## src/rtl/arm_alu_pipe.sv

```systemverilog
// Two-stage ARM data-processing ALU: stage A registers the operation, stage B holds the result.
// The committed NZCV register updates when a flag-setting result is delivered.
module arm_alu_pipe #(
    parameter int unsigned WIDTH = 32
) (
    input  logic             clk,
    input  logic             reset,
    input  logic             in_valid,
    output logic             in_ready,
    input  logic [WIDTH-1:0] in_op1,
    input  logic [WIDTH-1:0] in_op2,
    input  logic [3:0]       in_sel,
    input  logic             in_s,
    input  logic             in_shift_c,
    output logic             out_valid,
    input  logic             out_ready,
    output logic [WIDTH-1:0] out_data,
    output logic             out_wr,
    output logic [3:0]       out_flags,
    output logic [3:0]       flags
);

    logic             r_a_valid;
    logic [WIDTH-1:0] r_a_op1;
    logic [WIDTH-1:0] r_a_op2;
    logic [3:0]       r_a_sel;
    logic             r_a_s;
    logic             r_a_shc;

    logic             r_b_valid;
    logic [WIDTH-1:0] r_b_data;
    logic             r_b_wr;
    logic [3:0]       r_b_flags;
    logic             r_b_upd;
    logic [3:0]       r_flags;

    logic             w_b_adv;
    logic             w_accept;
    logic             w_deliver;
    logic [3:0]       w_fwd;
    logic [WIDTH-1:0] w_x;
    logic [WIDTH-1:0] w_y;
    logic             w_cin;
    logic             w_arith;
    logic [WIDTH-1:0] w_logic;
    logic [WIDTH:0]   w_sum;
    logic [WIDTH-1:0] w_res;
    logic             w_c;
    logic             w_v;
    logic [3:0]       w_nzcv;
    logic             w_test;

    assign w_b_adv   = !r_b_valid || out_ready;
    assign in_ready  = !reset && (!r_a_valid || w_b_adv);
    assign w_accept  = in_valid && in_ready;
    assign w_deliver = r_b_valid && out_ready;

    // Carry-in and prior V come from the flags as they stand after this cycle's delivery
    assign w_fwd = (w_deliver && r_b_upd) ? r_b_flags : r_flags;

    always_comb begin
        w_x     = '0;
        w_y     = '0;
        w_cin   = 1'b0;
        w_arith = 1'b1;
        w_logic = '0;
        unique case (r_a_sel)
            4'h0, 4'h8: begin w_arith = 1'b0; w_logic = r_a_op1 & r_a_op2; end
            4'h1, 4'h9: begin w_arith = 1'b0; w_logic = r_a_op1 ^ r_a_op2; end
            4'h2, 4'hA: begin w_x = r_a_op1; w_y = ~r_a_op2; w_cin = 1'b1;     end
            4'h3:       begin w_x = r_a_op2; w_y = ~r_a_op1; w_cin = 1'b1;     end
            4'h4, 4'hB: begin w_x = r_a_op1; w_y = r_a_op2;  w_cin = 1'b0;     end
            4'h5:       begin w_x = r_a_op1; w_y = r_a_op2;  w_cin = w_fwd[1]; end
            4'h6:       begin w_x = r_a_op1; w_y = ~r_a_op2; w_cin = w_fwd[1]; end
            4'h7:       begin w_x = r_a_op2; w_y = ~r_a_op1; w_cin = w_fwd[1]; end
            4'hC:       begin w_arith = 1'b0; w_logic = r_a_op1 | r_a_op2;  end
            4'hD:       begin w_arith = 1'b0; w_logic = r_a_op2;            end
            4'hE:       begin w_arith = 1'b0; w_logic = r_a_op1 & ~r_a_op2; end
            4'hF:       begin w_arith = 1'b0; w_logic = ~r_a_op2;           end
            default:    begin w_arith = 1'b0; end
        endcase
    end

    assign w_sum  = {1'b0, w_x} + {1'b0, w_y} + {{WIDTH{1'b0}}, w_cin};
    assign w_res  = w_arith ? w_sum[WIDTH-1:0] : w_logic;
    assign w_c    = w_arith ? w_sum[WIDTH] : r_a_shc;
    assign w_v    = w_arith ? ((w_x[WIDTH-1] == w_y[WIDTH-1]) &&
                               (w_sum[WIDTH-1] != w_x[WIDTH-1])) : w_fwd[0];
    assign w_nzcv = {w_res[WIDTH-1], (w_res == '0), w_c, w_v};
    assign w_test = (r_a_sel[3:2] == 2'b10);

    always_ff @(posedge clk) begin
        if (reset) begin
            r_a_valid <= 1'b0;
            r_a_op1   <= '0;
            r_a_op2   <= '0;
            r_a_sel   <= '0;
            r_a_s     <= 1'b0;
            r_a_shc   <= 1'b0;
            r_b_valid <= 1'b0;
            r_b_data  <= '0;
            r_b_wr    <= 1'b0;
            r_b_flags <= '0;
            r_b_upd   <= 1'b0;
            r_flags   <= '0;
        end else begin
            if (w_deliver && r_b_upd) begin
                r_flags <= r_b_flags;
            end
            if (w_b_adv) begin
                r_b_valid <= r_a_valid;
                if (r_a_valid) begin
                    r_b_data  <= w_res;
                    r_b_wr    <= !w_test;
                    r_b_flags <= w_nzcv;
                    r_b_upd   <= r_a_s || w_test;
                end
            end
            if (w_accept) begin
                r_a_valid <= 1'b1;
                r_a_op1   <= in_op1;
                r_a_op2   <= in_op2;
                r_a_sel   <= in_sel;
                r_a_s     <= in_s;
                r_a_shc   <= in_shift_c;
            end else if (w_b_adv) begin
                r_a_valid <= 1'b0;
            end
        end
    end

    assign out_valid = r_b_valid;
    assign out_data  = r_b_data;
    assign out_wr    = r_b_wr;
    assign out_flags = r_b_flags;
    assign flags     = r_flags;

endmodule

```

## config.mk

```make
export PLATFORM = sky130hd
export DESIGN_NAME = arm_alu_pipe
export DESIGN_NICKNAME = d
export VERILOG_FILES = /design/src/rtl/arm_alu_pipe.sv
export SDC_FILE = /design/constraint.sdc
export NUM_CORES = 1
export LEC_CHECK = 0
export ABC_AREA = 1
export BUFFER_PORTS_ARGS = -buffer_cell sky130_fd_sc_hd__buf_2
export CORE_MARGIN = 10
export CORE_UTILIZATION = 50
export CTS_BUF_LIST = sky130_fd_sc_hd__clkbuf_16
export DETAILED_ROUTE_END_ITERATION = 16
export PLACE_DENSITY = 0.76
export SYNTH_ARGS = -nofsm -noshare
export SYNTH_HDL_FRONTEND = slang
export SYNTH_SLANG_ARGS = --single-unit
```

## constraint.sdc

```tcl
create_clock -name clk -period 3.2 [get_ports clk]
set_clock_uncertainty 0.05 [all_clocks]
set_input_delay 0.48 -clock clk [delete_from_list [all_inputs] [get_ports clk]]
set_output_delay 0.48 -clock clk [all_outputs]
set_load 0.005 [all_outputs]
```

==> results.toml <==
[status]
status = "complete, but fails checks"
violations = "setup timing"

[logic_synthesis]
synth.mux.area_fraction_pct = 0.107
synthFlopType = "dfxtp_1"
async_flop_share_pct = 0
synth-simple-area-share_pct = 33.3
yosys_warnings = 0
synth_area_um2 = 9400
synth_edf_count = 0
synth_xor_area_share_pct = 0.746
ys_seq_area_share_pct = 24.1
syn_area_per_cell_um2 = 6.01
synthesis.nets = 1702
syn_inst = 1563
synth_top_family_by_area = "simple AND/OR/NAND/NOR gates"
synth_compound_area_share_pct = 20.4
yosysUniqueCellTypes = 39
synth_fa_ha_area_share_pct = 8.82
ys_seq_elements = 113

[hold_path]
hold_path_depth = 3
hold_class = "input port to flop"

[routing]
num_vias = 12254
vias_per_cell = 5.94
finalWirelength_um = 39700
firstDrtPassIters = 6
wl_per_cell_um = 19.3
drc_errors = 0
initialDrtViolationCount = 1493
ant_nets = 0

[layout]
nNetsFinal = 1956
diodes = 0
final_cell_area_um2 = 13300
syn_to_final_growth_pct = 41.6
fillers = 1486
multi_input_area_um2 = 7000
utilization_pct = 71.6
instances_no_fill = 2062
seq_area_um2 = 2270
drive_gt1_share_pct = 31.7

[die]
io_pins = 117
start_util_pct = 50.6
die_w_um = 157
dieHeight_um = 157
core_um2 = 18600
row_count = 50
die_area_um2 = 24700

[global_route]
antenna_found_initial = 0
grt_pass1_vias = 11280
grt_max_degree = 141
groute.usage.overall_pct = 28.1
grt_pass1_wl_um = 56000
grt_overflow = 0

[critical_path]
cp_top_family = "simple AND/OR/NAND/NOR gates"
end_kind = "flop"
worstPathCellList = "buf_4 > nor2_2 > a21oi_1 > inv_2 > nor2_4 > buf_6 > clkbuf_16 > o22ai_2 > ha_4 > buf_6 > buf_4 > a21oi_1 > nand3b_1 > nand3_1 > nand2_1 > inv_1 > nand2_1 > nor2_1 > nand2_1 > nor2_2 > nand3_1 > nor3_2 > nand3_1 > a21oi_1"
crit_arrival_ps = 3780
start_kind = "flop"
cp.depth = 24
cpPeakStageDelay_ps = 330
cp_max_fo = 5
path_buf_inv = 7
worst-endpoint-required_ps = 3510
worstSetupPathType = "flop to flop"
crit_slowest_cell = "dfxtp_2"
reg2regPathDepth = 24

[timing]
fin_crit_ps = 3480
post-route-period-util_pct = 109
hold_violations = 0
whs_ps = 185
max_freq_mhz = 288
final.setup.tns_ps = -589
drv_slew = 0
tightest_slew_ps = 956
setup_viol = 8
rsz0062_at_grt = "true"
slew_headroom_pct = 36.2
setup_ws_ps = -276

[flow_run]
cap_viol_max_count = 0

[place]
portBuffers = 116
placed_cells_incl_taps = 1995
hpwl_um = 26000
routabilityCongestion = 1.02
dpl_worst_slack_ps = -473
placed_cell_area_um2 = 11200

[cts]
cts-htree-levels = 4
cts_tree = "yes"
insertion_delay_ps = 440
clock-sinks = 113
cts_buffers = 17
clk_pin_slew_worst_paths_ps = 60
clock_path_buffers = 2
cts_root_buf = "clkbuf_16"

[power_and_ir_drop]
power_density_nw_per_um2 = 407
power_mw = 5.42
p_leak_nw = 6.73
max-vdd-ir-drop_v = 0.000405
-- kinds of logic after synthesis --
family | count (synthesis)
flops | 113
compound gates | 296
buf+inv | 310
simple gates | 770
xor+xnor | 8
mux | 1
fa+ha+maj | 65
-- synth_stat cells, types with 4 or more instances --
master,n,share of area (%)
inv_2,6,0.24
o221ai_1,32,3.0
dfxtp_1,113,24
a31oi_1,7,0.47
nor2_1,149,6.0
o21ai_0,55,2.9
o21ai_1,6,0.32
clkbuf_1,48,1.9
a21oi_1,64,3.4
xor2_1,8,0.75
nand3b_1,9,0.72
buf_2,13,0.69
o2111ai_1,7,0.65
buf_1,5,0.20
nand2_1,489,20
inv_1,235,9.4
or2_2,4,0.27
nand3_1,85,4.5
nand4_1,20,1.3
o31ai_1,68,5.4
ha_1,63,8.4
nor3_1,9,0.48
o211ai_1,10,0.80
o22ai_1,38,2.5
-- registers in the layout, indices dropped and copies added (netlist names), 3 cells and up --
register and flops:
flags 4, out_data 32, r_a_op2 32, out_flags 3, r_a_sel 4, r_a_op1 32
-- per-layer routing --
| layer | GRT usage, % | vias to the layer above | part of all wire, % |
|---|---|---|---|
| li1 | - | 5652 | - |
| met1 | 32.3 | 5614 | 37 |
| met2 | 48.0 | 751 | 46 |
| met3 | 6.58 | 237 | 9.9 |
| met4 | 14.1 | 0 | 6.9 |
| met5 | 0 | - | 0 |
-- final timing paths --
| path | start | endpoint | slack, ps |
|---|---|---|---|
| worst max-delay path | r_a_sel[3] | out_flags[2] | -280 |
| worst min-delay path | in_op1[16] | r_a_op1[16] | 180 |
| worst max register to register | r_a_sel[3] | out_flags[2] | -280 |
| worst min register to register | flags[3] | flags[3] | 420 |
-- what timing repair did --
| item | CTS | global route |
|---|---|---|
| hold buffers | 0 | 0 |
| setup endpoints to repair | 14 | 26 |
| gates resized for setup | 39 | 275 |
| pin swaps | 12 | 66 |
| setup buffers | 6 | 27 |
| gates cloned | 0 | 4 |
-- cell type report --
class | count | share of cell area, %
Clock buffer | 17 | 3.20
Clock inverter | 13 | 1.46
Inverter | 242 | 6.83
Multi-Input combinational cell | 1140 | 52.6
Sequential cell | 113 | 17.0
Tap cell | 234 | 2.20
Timing Repair Buffer | 303 | 16.7
-- worst register-to-register path, delay by kind of cell, from the launching register on --
family                   cells  cell delay (ps)
buffers and inverters        7              940
AO/OA/AOI/OAI                4              680
flip-flops                   1              330
adder cells (fa/ha/maj)      1              250
AND/OR/NAND/NOR             12             1140
-- where the power goes --
group / total (mW) / switching (mW) / internal, mW
Combinational: 1.70 / 0.976 / 0.725
Sequential: 1.60 / 0.0938 / 1.51
Clock: 2.11 / 0.749 / 1.36
-- layout by cell type (no fill, tap or decap), types with 45 or more instances in the layout --
cell,synthesis,routed
a21oi_1,64,45
buf_2,13,115
buf_4,2,155
dfxtp_1,113,110
ha_1,63,51
inv_1,235,220
nand2_1,489,395
nand2_2,2,72
nand3_1,85,67
nor2_1,149,115
o31ai_1,68,68
No activity file was read; power rests on OpenSTA's default activity.
